===== src/rtl/fpu_core.sv =====
// fpu_core: two-stage single-precision (binary32) add/sub/mul/div unit.
//
// Ports
//   clk          rising-edge clock
//   reset        asynchronous, active-low; clears both pipeline stages
//   opa, opb     binary32 operands
//   rmode        0 nearest-even, 1 toward zero, 2 toward +inf, 3 toward -inf
//   fpu_op       0 add, 1 sub, 2 mul, 3 div, 4-7 reserved (canonical qNaN)
//   out          binary32 result
//   inf, snan, qnan, ine, overflow, underflow, zero, div_by_zero
//                result flags, registered alongside out
//
// Interface timing: there is no handshake. Whatever sits on the inputs at a
// rising edge is one operation; its result and flags appear on the outputs
// after the following rising edge (2-edge latency, one op per cycle).
//
// Build option: define FPU_DIV_EN to build the divider. Without it op 3 is
// a reserved opcode and div_by_zero is constant 0.
//
// Denormal inputs are read as signed zero; tiny results flush to signed zero.
module fpu_core #(
  parameter int DATA_WIDTH = 32
) (
  input  logic                  clk,
  input  logic                  reset,
  input  logic [DATA_WIDTH-1:0] opa,
  input  logic [DATA_WIDTH-1:0] opb,
  input  logic [1:0]            rmode,
  input  logic [2:0]            fpu_op,
  output logic [DATA_WIDTH-1:0] out,
  output logic                  inf,
  output logic                  snan,
  output logic                  qnan,
  output logic                  ine,
  output logic                  overflow,
  output logic                  underflow,
  output logic                  zero,
  output logic                  div_by_zero
);

  localparam logic [31:0] QNAN = 32'h7FC0_0000;

  typedef struct packed {
    logic [31:0] res;
    logic        inf;
    logic        ine;
    logic        ovf;
    logic        unf;
    logic        zero;
  } pack_t;

  // Round a normalised mantissa and pack it. m[26] is the hidden one,
  // m[25:3] the fraction, m[2] guard, m[1] round, m[0] sticky.
  function automatic pack_t round_pack(input logic              sign,
                                       input logic signed [9:0] e,
                                       input logic [26:0]       m,
                                       input logic [1:0]        rm);
    pack_t              p;
    logic               inexact;
    logic               up;
    logic               sat;
    logic [24:0]        sum;
    logic [22:0]        frac;
    logic signed [9:0]  e2;
    p       = '0;
    inexact = |m[2:0];
    case (rm)
      2'd0:    up = m[2] & (m[1] | m[0] | m[3]);
      2'd1:    up = 1'b0;
      2'd2:    up = inexact & ~sign;
      default: up = inexact & sign;
    endcase
    sum = {1'b0, m[26:3]} + {24'b0, up};
    // Carry out of the mantissa: 1.111..1 rounded up to 10.000..0.
    if (sum[24]) begin
      frac = sum[23:1];
      e2   = e + 10'sd1;
    end else begin
      frac = sum[22:0];
      e2   = e;
    end
    if (e2 >= 10'sd255) begin
      // Modes that round toward zero for this sign saturate to max finite.
      sat   = (rm == 2'd1) | ((rm == 2'd2) & sign) | ((rm == 2'd3) & ~sign);
      p.res = sat ? {sign, 8'hFE, 23'h7F_FFFF} : {sign, 8'hFF, 23'h0};
      p.inf = ~sat;
      p.ovf = 1'b1;
      p.ine = 1'b1;
    end else if (e2 <= 10'sd0) begin
      p.res  = {sign, 31'b0};
      p.unf  = 1'b1;
      p.ine  = 1'b1;
      p.zero = 1'b1;
    end else begin
      p.res = {sign, e2[7:0], frac};
      p.ine = inexact;
    end
    return p;
  endfunction

  // ---------------- stage 1: operand registers ----------------
  logic [31:0] opa_d, opa_q, opb_d, opb_q;
  logic [1:0]  rm_d, rm_q;
  logic [2:0]  op_d, op_q;

  always_comb begin
    opa_d = opa;
    opb_d = opb;
    rm_d  = rmode;
    op_d  = fpu_op;
  end

  always_ff @(posedge clk or negedge reset) begin
    if (!reset) begin
      opa_q <= '0;
      opb_q <= '0;
      rm_q  <= '0;
      op_q  <= '0;
    end else begin
      opa_q <= opa_d;
      opb_q <= opb_d;
      rm_q  <= rm_d;
      op_q  <= op_d;
    end
  end

  // ---------------- operand classification ----------------
  logic        a_sign, b_sign;
  logic [7:0]  a_exp, b_exp;
  logic [22:0] a_frac, b_frac;
  logic [23:0] a_man, b_man;
  logic        a_zero, a_inf, a_nan, a_snan;
  logic        b_zero, b_inf, b_nan, b_snan;

  assign a_sign = opa_q[31];
  assign a_exp  = opa_q[30:23];
  assign a_frac = opa_q[22:0];
  assign b_sign = opb_q[31];
  assign b_exp  = opb_q[30:23];
  assign b_frac = opb_q[22:0];
  assign a_man  = {1'b1, a_frac};
  assign b_man  = {1'b1, b_frac};
  assign a_zero = (a_exp == 8'h00);
  assign b_zero = (b_exp == 8'h00);
  assign a_inf  = (a_exp == 8'hFF) && (a_frac == 23'h0);
  assign b_inf  = (b_exp == 8'hFF) && (b_frac == 23'h0);
  assign a_nan  = (a_exp == 8'hFF) && (a_frac != 23'h0);
  assign b_nan  = (b_exp == 8'hFF) && (b_frac != 23'h0);
  assign a_snan = a_nan && !a_frac[22];
  assign b_snan = b_nan && !b_frac[22];

  // ---------------- add / sub datapath ----------------
  logic              b_sign_eff, a_ge, eff_sub, lz_found, add_cancel;
  logic              big_sign;
  logic [7:0]        big_exp, small_exp, exp_diff;
  logic [4:0]        shamt, lz;
  logic [26:0]       big_w, small_w, aligned, diff_w, add_m;
  logic [53:0]       align_tmp;
  logic [27:0]       sum_w;
  logic signed [9:0] add_e;
  pack_t             add_p;

  always_comb begin
    b_sign_eff = b_sign ^ op_q[0];  // sub flips opb's sign
    a_ge       = {a_exp, a_frac} >= {b_exp, b_frac};
    big_sign   = a_ge ? a_sign : b_sign_eff;
    big_exp    = a_ge ? a_exp : b_exp;
    small_exp  = a_ge ? b_exp : a_exp;
    big_w      = a_ge ? {a_man, 3'b000} : {b_man, 3'b000};
    small_w    = a_ge ? {b_man, 3'b000} : {a_man, 3'b000};
    exp_diff   = big_exp - small_exp;
    // Past 27 places the small operand is pure sticky, so 31 is enough.
    shamt      = (exp_diff > 8'd31) ? 5'd31 : exp_diff[4:0];
    align_tmp  = {small_w, 27'b0} >> shamt;
    aligned    = {align_tmp[53:28], align_tmp[27] | (|align_tmp[26:0])};
    eff_sub    = a_sign ^ b_sign_eff;
    sum_w      = '0;
    diff_w     = '0;
    lz         = '0;
    lz_found   = 1'b0;
    add_cancel = 1'b0;
    if (!eff_sub) begin
      sum_w = {1'b0, big_w} + {1'b0, aligned};
      if (sum_w[27]) begin
        add_m = {sum_w[27:2], sum_w[1] | sum_w[0]};
        add_e = $signed({2'b00, big_exp}) + 10'sd1;
      end else begin
        add_m = sum_w[26:0];
        add_e = $signed({2'b00, big_exp});
      end
    end else begin
      diff_w     = big_w - aligned;
      add_cancel = (diff_w == 27'h0);
      for (int i = 26; i >= 0; i--) begin
        if (!lz_found && diff_w[i]) begin
          lz       = 5'(26 - i);
          lz_found = 1'b1;
        end
      end
      add_m = diff_w << lz;
      add_e = $signed({2'b00, big_exp}) - $signed({5'b00000, lz});
    end
    add_p = round_pack(big_sign, add_e, add_m, rm_q);
  end

  // ---------------- multiply datapath ----------------
  logic [47:0]       prod;
  logic [26:0]       mul_m;
  logic signed [9:0] mul_e;
  logic              mul_sign;
  pack_t             mul_p;

  always_comb begin
    mul_sign = a_sign ^ b_sign;
    prod     = 48'(a_man) * 48'(b_man);
    if (prod[47]) begin
      mul_m = {prod[47:22], |prod[21:0]};
      mul_e = $signed({2'b00, a_exp}) + $signed({2'b00, b_exp}) - 10'sd126;
    end else begin
      mul_m = {prod[46:21], |prod[20:0]};
      mul_e = $signed({2'b00, a_exp}) + $signed({2'b00, b_exp}) - 10'sd127;
    end
    mul_p = round_pack(mul_sign, mul_e, mul_m, rm_q);
  end

`ifdef FPU_DIV_EN
  // ---------------- divide datapath (restoring, 27 quotient bits) ----------------
  logic [25:0]       rem;
  logic [26:0]       quo;
  logic [26:0]       div_m;
  logic signed [9:0] div_e;
  pack_t             div_p;

  always_comb begin
    rem = {2'b00, a_man};
    quo = '0;
    for (int i = 26; i >= 0; i--) begin
      if (rem >= {2'b00, b_man}) begin
        quo[i] = 1'b1;
        rem    = rem - {2'b00, b_man};
      end
      rem = rem << 1;
    end
    // Mantissa ratio lies in (0.5, 2): the quotient's top bit is 26 or 25.
    if (quo[26]) begin
      div_m = {quo[26:1], quo[0] | (rem != 26'h0)};
      div_e = $signed({2'b00, a_exp}) - $signed({2'b00, b_exp}) + 10'sd127;
    end else begin
      div_m = {quo[25:0], rem != 26'h0};
      div_e = $signed({2'b00, a_exp}) - $signed({2'b00, b_exp}) + 10'sd126;
    end
    div_p = round_pack(mul_sign, div_e, div_m, rm_q);
  end
`endif

  // ---------------- special-case selection ----------------
  logic [31:0] out_d, out_q;
  logic [6:0]  flags_d, flags_q;  // inf, snan, qnan, ine, ovf, unf, zero
  logic        dbz_d;
  pack_t       sel;
  logic        is_nan, is_inf, is_zero, use_pack;
  logic        spec_sign;

  always_comb begin
    is_nan    = 1'b0;
    is_inf    = 1'b0;
    is_zero   = 1'b0;
    use_pack  = 1'b0;
    spec_sign = 1'b0;
    dbz_d     = 1'b0;
    sel       = '0;
    out_d     = '0;
    flags_d   = '0;
    case (op_q)
      3'd0, 3'd1: begin
        if (a_nan || b_nan || (a_inf && b_inf && (a_sign != b_sign_eff))) begin
          is_nan = 1'b1;
        end else if (a_inf || b_inf) begin
          is_inf    = 1'b1;
          spec_sign = a_inf ? a_sign : b_sign_eff;
        end else if (a_zero && b_zero) begin
          is_zero   = 1'b1;
          spec_sign = (a_sign == b_sign_eff) ? a_sign : (rm_q == 2'd3);
        end else if (a_zero) begin
          out_d = {b_sign_eff, b_exp, b_frac};
        end else if (b_zero) begin
          out_d = opa_q;
        end else if (add_cancel) begin
          is_zero   = 1'b1;
          spec_sign = (rm_q == 2'd3);
        end else begin
          use_pack = 1'b1;
          sel      = add_p;
        end
        flags_d[5] = a_snan | b_snan;
      end
      3'd2: begin
        spec_sign = mul_sign;
        if (a_nan || b_nan || (a_zero && b_inf) || (a_inf && b_zero)) begin
          is_nan = 1'b1;
        end else if (a_inf || b_inf) begin
          is_inf = 1'b1;
        end else if (a_zero || b_zero) begin
          is_zero = 1'b1;
        end else begin
          use_pack = 1'b1;
          sel      = mul_p;
        end
        flags_d[5] = a_snan | b_snan;
      end
`ifdef FPU_DIV_EN
      3'd3: begin
        spec_sign = mul_sign;
        if (a_nan || b_nan || (a_zero && b_zero) || (a_inf && b_inf)) begin
          is_nan = 1'b1;
        end else if (a_inf) begin
          is_inf = 1'b1;
        end else if (b_inf) begin
          is_zero = 1'b1;
        end else if (b_zero) begin
          is_inf = 1'b1;
          dbz_d  = 1'b1;
        end else if (a_zero) begin
          is_zero = 1'b1;
        end else begin
          use_pack = 1'b1;
          sel      = div_p;
        end
        flags_d[5] = a_snan | b_snan;
      end
`endif
      default: begin
        is_nan = 1'b1;
      end
    endcase

    if (is_nan) begin
      out_d      = QNAN;
      flags_d[4] = 1'b1;
    end else if (is_inf) begin
      out_d      = {spec_sign, 8'hFF, 23'h0};
      flags_d[6] = 1'b1;
    end else if (is_zero) begin
      out_d      = {spec_sign, 31'b0};
      flags_d[0] = 1'b1;
    end else if (use_pack) begin
      out_d      = sel.res;
      flags_d[6] = sel.inf;
      flags_d[3] = sel.ine;
      flags_d[2] = sel.ovf;
      flags_d[1] = sel.unf;
      flags_d[0] = sel.zero;
    end
  end

  // ---------------- stage 2: result registers ----------------
  always_ff @(posedge clk or negedge reset) begin
    if (!reset) begin
      out_q   <= '0;
      flags_q <= '0;
    end else begin
      out_q   <= out_d;
      flags_q <= flags_d;
    end
  end

`ifdef FPU_DIV_EN
  logic dbz_q;
  always_ff @(posedge clk or negedge reset) begin
    if (!reset) dbz_q <= 1'b0;
    else        dbz_q <= dbz_d;
  end
  assign div_by_zero = dbz_q;
`else
  assign div_by_zero = 1'b0;
  logic unused_dbz;
  assign unused_dbz = dbz_d;
`endif

  assign out       = out_q;
  assign inf       = flags_q[6];
  assign snan      = flags_q[5];
  assign qnan      = flags_q[4];
  assign ine       = flags_q[3];
  assign overflow  = flags_q[2];
  assign underflow = flags_q[1];
  assign zero      = flags_q[0];

endmodule


===== config.mk =====
export PLATFORM = sky130hd
export DESIGN_NAME = fpu_core
export DESIGN_NICKNAME = d
export VERILOG_FILES = /design/src/rtl/fpu_core.sv
export SDC_FILE = /design/constraint.sdc
export NUM_CORES = 2
export LEC_CHECK = 0
export CAP_MARGIN = 10
export CORE_ASPECT_RATIO = 1.4
export CORE_UTILIZATION = 45
export CTS_CLUSTER_SIZE = 16
export DETAILED_ROUTE_END_ITERATION = 8
export GPL_ROUTABILITY_DRIVEN = 0
export GPL_TIMING_DRIVEN = 1
export PLACE_DENSITY = 0.6
export SLEW_MARGIN = 20
export SYNTH_ARGS = -nofsm -noshare
export SYNTH_HDL_FRONTEND = slang
export SYNTH_SLANG_ARGS = --single-unit

===== constraint.sdc =====
create_clock -name clk -period 18.9 [get_ports clk]
set_input_delay 1.89 -clock clk [delete_from_list [all_inputs] [get_ports clk]]
set_output_delay 1.89 -clock clk [all_outputs]
set_load 0.02 [all_outputs]

# Word level (Yosys, flattened, before mapping)
# Index checks and enable logic that the tools add are counted.
dict set report totals {
  regBits 108
  in_bits 71
  wordCells 334
}
dict set report op_classes {
  add_sub_neg 12
  multipliers 1
  magnitude_cmp 6
  eq_ne 9
  n_shift 2
  n_mux 183
  bitwise_logic 28
  n_reduce_logical 87
}
# cell count
set ops {}
lappend ops {{two-way mux 37 bit} 9}
lappend ops {{two-way mux 32 bit} 10}
lappend ops {{two-way mux 5 bit} 27}
lappend ops {{two-way mux 31 bit} 4}
lappend ops {{two-way mux 1 bit} 101}
lappend ops {{two-way mux 27 bit} 3}
lappend ops {{case mux 37 bit (2 select lines)} 1}
lappend ops {{right shift 54 x 5 -> 54 bit} 1}
lappend ops {{two-way mux 26 bit} 2}
lappend ops {{adder 24 x 1 -> 25 bit} 2}
lappend ops {{multiplier 24 x 24 -> 48 bit} 1}
lappend ops {{two-way mux 24 bit} 2}
lappend ops {{zero test 23 bit} 2}
lappend ops {{two-way mux 23 bit} 2}
lappend ops {{nonzero test 23 bit} 2}
lappend ops {{two-way mux 10 bit} 4}
lappend ops {{logical AND 1 bit} 37}
lappend ops {{>= comparator 31 bit} 1}
lappend ops {{adder 27 x 27 -> 28 bit} 1}
lappend ops {{zero test 1 bit} 28}
lappend ops {{zero test 27 bit} 1}
lappend ops {{OR reduction 27 bit} 1}
lappend ops {{<< shifter 27 x 5 -> 27 bit} 1}
lappend ops {{subtractor 27 bit} 1}
lappend ops {{36 further kinds} 84}

# Logic depth before layout (Yosys ltp)
dict set report depth {
  ltp_word 137
  ltp_mapped 70
}

# Worst setup path after synthesis
# No wires, ideal clock.
dict set report synth_path {
  kind {reg2reg}
  start {reg opa_q[0]}
  end {reg out_q[7], in the netlist out[7]}
  setup_ns 0.148
  arrival_ns 13.521
  setup_slack_ns 5.231
  stages_incl_launch_ff 68
  period_less_slack_ns 13.669
  cell_sequence {dfrtp_1 clkbuf_1 inv_1 clkbuf_1 ha_1 nand3_1 nor4_2 a2111oi_4 a21boi_4 nor2_8 buf_1 clkbuf_1 mux2i_1 ha_1 o21ai_0 a21boi_0 o21ai_0 nand3_1 [... 32 more ...] clkbuf_1 o21ai_0 o21a_1 a2111oi_0 a31o_2 ha_1 ha_1 o21ai_1 nor4_2 nand4b_4 buf_2 nor4_1 xnor2_1 a41oi_2 o31ai_2 or2_1 buf_6 o2111ai_2}
}
dict set report synth_between {
  elab_chain_cells 137
}
# item line
set synth_rtl {}
lappend synth_rtl {{start, declared} 102} ;# logic [31:0] opa_d, opa_q, opb_d, opb_q;
lappend synth_rtl {{start signal, assigned} 120} ;# opa_q <= opa_d;
lappend synth_rtl {{>= comparator 31 bit} 165} ;# a_ge = {a_exp, a_frac} >= {b_exp, b_frac};
lappend synth_rtl {{two-way mux 8 bit (on tied branches)} {167, 168}}
lappend synth_rtl {{subtractor 8 bit} 171} ;# exp_diff = big_exp - small_exp;
lappend synth_rtl {{> comparator 8 x 5 -> 1 bit} 173} ;# shamt = (exp_diff > 8'd31) ? 5'd31 : exp_diff[4:0];
lappend synth_rtl {{two-way mux 5 bit} 173}
lappend synth_rtl {{right shift 54 x 5 -> 54 bit} 174} ;# align_tmp = {small_w, 27'b0} >> shamt;
lappend synth_rtl {{OR reduction 27 bit} 175} ;# aligned = {align_tmp[53:28], align_tmp[27] | (|align_tmp[26:0])};
lappend synth_rtl {{OR 1 bit} 175}
lappend synth_rtl {{[... 122 more ...]} -}
lappend synth_rtl {{two-way mux 37 bit} 278} ;# end else if (a_inf || b_inf) begin
lappend synth_rtl {{two-way mux 37 bit} 276} ;# if (a_nan || b_nan || (a_inf && b_inf && (a_sign != b_sign_eff))) begin
lappend synth_rtl {{case mux 37 bit (2 select lines)} 274} ;# case (op_q)
lappend synth_rtl {{two-way mux 32 bit} 346} ;# end else if (use_pack) begin
lappend synth_rtl {{two-way mux 32 bit} 343} ;# end else if (is_zero) begin
lappend synth_rtl {{two-way mux 32 bit} 340} ;# end else if (is_inf) begin
lappend synth_rtl {{two-way mux 32 bit *} 337} ;# if (is_nan) begin
lappend synth_rtl {{net out_d[7]} 257} ;# logic [31:0] out_d, out_q;
lappend synth_rtl {{end signal, assigned} 362} ;# out_q <= out_d;
lappend synth_rtl {{end, declared} 257}
# Mark *: on every way through the listed nets, which the timed path passes. The rest lies on a longest branch. The select of a mux whose other input is x is not followed.

# Final worst setup path
dict set report layout_path {
  start {reg opb_q[8]}
  end {reg out_q[7], in the netlist out[7]}
}
dict set report layout_between {
  elab_chain_cells 137
}
# item line
set layout_rtl {}
lappend layout_rtl {{start, declared} 102}
lappend layout_rtl {{start signal, assigned} 121} ;# opb_q <= opb_d;
lappend layout_rtl {{>= comparator 31 bit} 165}
lappend layout_rtl {{two-way mux 8 bit (on tied branches)} {167, 168}}
lappend layout_rtl {{subtractor 8 bit} 171}
lappend layout_rtl {{> comparator 8 x 5 -> 1 bit} 173}
lappend layout_rtl {{two-way mux 5 bit} 173}
lappend layout_rtl {{right shift 54 x 5 -> 54 bit} 174}
lappend layout_rtl {{OR reduction 27 bit} 175}
lappend layout_rtl {{OR 1 bit} 175}
lappend layout_rtl {{[... 122 more ...]} -}
lappend layout_rtl {{two-way mux 37 bit} 278}
lappend layout_rtl {{two-way mux 37 bit} 276}
lappend layout_rtl {{case mux 37 bit (2 select lines)} 274}
lappend layout_rtl {{two-way mux 32 bit} 346}
lappend layout_rtl {{two-way mux 32 bit} 343}
lappend layout_rtl {{two-way mux 32 bit} 340}
lappend layout_rtl {{two-way mux 32 bit *} 337}
lappend layout_rtl {{net out_d[7]} 257}
# Marks and branches as above.

==> results.md <==
* Status: complete, no violations
* CTS tree: done
* Post-DP HPWL at 109700 um
* Syn_nets at 5462
* GRT Util Overall at 0.3527
* # rows at 123
* IO Count at 111
* HP Start: op_q[2]
* CTS clk-pin slew, worst paths at 0.12 ns
* Setup bufs post-CTS at 0
* WL/cell at 25.86 um
* Vias at 35090
* Most frequent cell after synthesis: inv_1
* Largest net degree at the start of global routing at 64
* Critical path startpoint: opb_q[8]
* Register bit count reported by yosys at 108
* CP peak stage delay at 0.81 ns
* EDFF count, synth at 0
* CP delay by family, top: compound AO/OA/AOI/OAI gates
* Critical Path Start Type: register
* Die H at 339.5 um
* CP Class: reg -> reg
* Share of the synthesized area in the top cell type at 0.2653
* Clk buf depth at 2
* RR Startpoint: opb_q[8]
* Final TNS setup at 0 ns
* Setup repair after global routing missed its margin: false
* Critical Path End Type: register
* Drt pass-1 iters at 8
* Part of the Yosys area used for sequential elements at 0.07384
* Synth-to-Final Area Change at 6.068%
* Initial antenna violation count at 7
* Die ar. at 0.08250 mm^2
* Post-Syn Instances at 4600
* Post-synth top flop: dfrtp_1
* Final #Nets at 5399
* Syn Std Cell Area at 0.03660 mm^2
* Slew headroom at 0.1709
* H-tree Lvls at 3
* Commonest cells post-synth: 664 x inv_1, 535 x nand2_1, 485 x fa_1, 322 x nor2_1, 306 x ha_1
* Max-cap check violation count at 0
* Clk Latency, worst-skew pair at 0.45 ns
* Port Buf Inserts at 109
* Ratio of final minimum period to clock period at 0.8710
* Most frequent CP cell: ha_1
* Final setup viols at 0
* Drt initial violations at 3153
* Number of global-route vias before repair at 35450
* Slew Viols, Final at 0
* Mean Syn Cell Area at 7.957 um^2
* Gr ovfl total at 0
* Final min period at 16.46 ns
* First-pass GRT wire length at 218500 um
* Root buf cell: clkbuf_16
* Hold Crit Class: reg -> reg
* DRT Wirelength at 145000 um
* Post-route DRC at 0
* Hold_buf cts at 0
* Largest cells by area after synthesis: fa_1 27%, ha_1 10%, dfrtp_1 7.4%
* Via/cell ratio at 6.258
* Initial core utilization at 0.4548
* Share of layout cells above drive strength 1 at 0.05020
* DRT antenna net count at 0
* Post_cts resized at 0
* Max FO, Critical Path at 36
* Hold Violations, Final at 0
* Cell variety after synth at 125
* Warnings from Yosys at 0
* DIE WIDTH at 243.0 um
* Buf/Inv on CP at 3
* CTS buffer count at 9
* FMAX at 60.75 MHz
* Clock sinks at 108
* Worst slew pin tran at 1.235 ns
* Critical path required time at 19.21 ns
* Core ar. at 0.08049 mm^2
* Worst path slowest cell: nor2_1
* Arr. time, crit path at 16.77 ns
* Yosys top cell by area: fa_1
* Asr flop ratio synth at 1.000
* Final Skew at 0.03888 ns
-- worst reg2reg max path: cells and delay by family, from the launching register on --
family / cells / cell delay (ns)
AOI/OAI and AO/OA: 25 / 6.61
xor gates and xnor gates: 2 / 0.86
adders and majority gates: 5 / 1.31
buffers and inverters: 3 / 1.22
DFF: 1 / 0.33
muxes: 3 / 0.92
and+or+nand+nor: 14 / 5.11
-- final cells by class --
type / count / area, um^2
Antenna cell: 2 / 5.005
Clock buffer: 9 / 225.2
Clock inverter: 7 / 86.33
Fill cell: 8031 / 41670
Inverter: 669 / 2511
Multi-Input combinational cell: 3561 / 30280
Sequential cell: 108 / 2703
Tap cell: 1062 / 1329
Timing Repair Buffer: 188 / 1685
-- logic make-up after synthesis --
kind of cell / count (synthesis) / synth area share
buf+inv: 931 / 0.09995
mux: 103 / 0.02957
xor+xnor: 162 / 0.03876
fa+ha+maj: 791 / 0.3699
compound gates: 931 / 0.1773
other cells: 1 / 0.0001025
flops: 108 / 0.07384
simple gates: 1573 / 0.2106
-- registers in the layout, indices dropped and copies added (netlist names) --
name and flops:
flags_q 7, op_q 3, opa_q 32, opb_q 32
out 32, rm_q 2
-- stage by stage --
stage	instances	hold WS (ns)	area [um^2]	util	setup slack [ns]
after floorplan	4600	0.4190	36600	-	5.231
after global placement	5588	0.4497	38510	0.4784	3.201
after detailed placement	5588	0.4509	38510	0.4784	2.888
after CTS	5604	0.4621	38820	0.4823	2.878
after global routing	5604	0.4819	38820	0.4823	1.198
final	5606	0.4567	38820	0.4823	2.439
-- worst paths after layout --
| kind | endpoint | cells past startpoint | slack [ns] |
|---|---|---|---|
| worst max-delay path | out[7] | 52 | 2.44 |
| worst min-delay path | flags_q[5] | 1 | 0.46 |
| worst max register to register | out[7] | 52 | 2.44 |
| worst min register to register | flags_q[5] | 1 | 0.46 |
| max in group asynchronous | opb_q[8] | 2 | 16.05 |
| min in group asynchronous | out[1] | 1 | 1.48 |
-- routing by layer --
layer  GRT usage  vias to the layer above  part of all wire  wire length, um
li1            -                    15270                 -                -
met1      0.3928                    17230              0.35            50350
met5           0                        -           0.00015               22
met4      0.2668                        4             0.089            12930
met3     0.06531                      626             0.087            12560
met2      0.5971                     1953              0.48            69120
-- cell usage in the layout, fill, tap and decap left out, types with 118 or more instances in the layout --
cell type / instances
inv_1: 664
nand2_1: 535
fa_1: 485
nor2_1: 321
ha_1: 305
a21oi_1: 209
and2_1: 201
o21ai_0: 172
xnor2_1: 121
nand3_1: 118
Power is left out: the tool's default activity adds up to more than one toggle a clock period on the data nets, which glitch-free logic cannot reach.
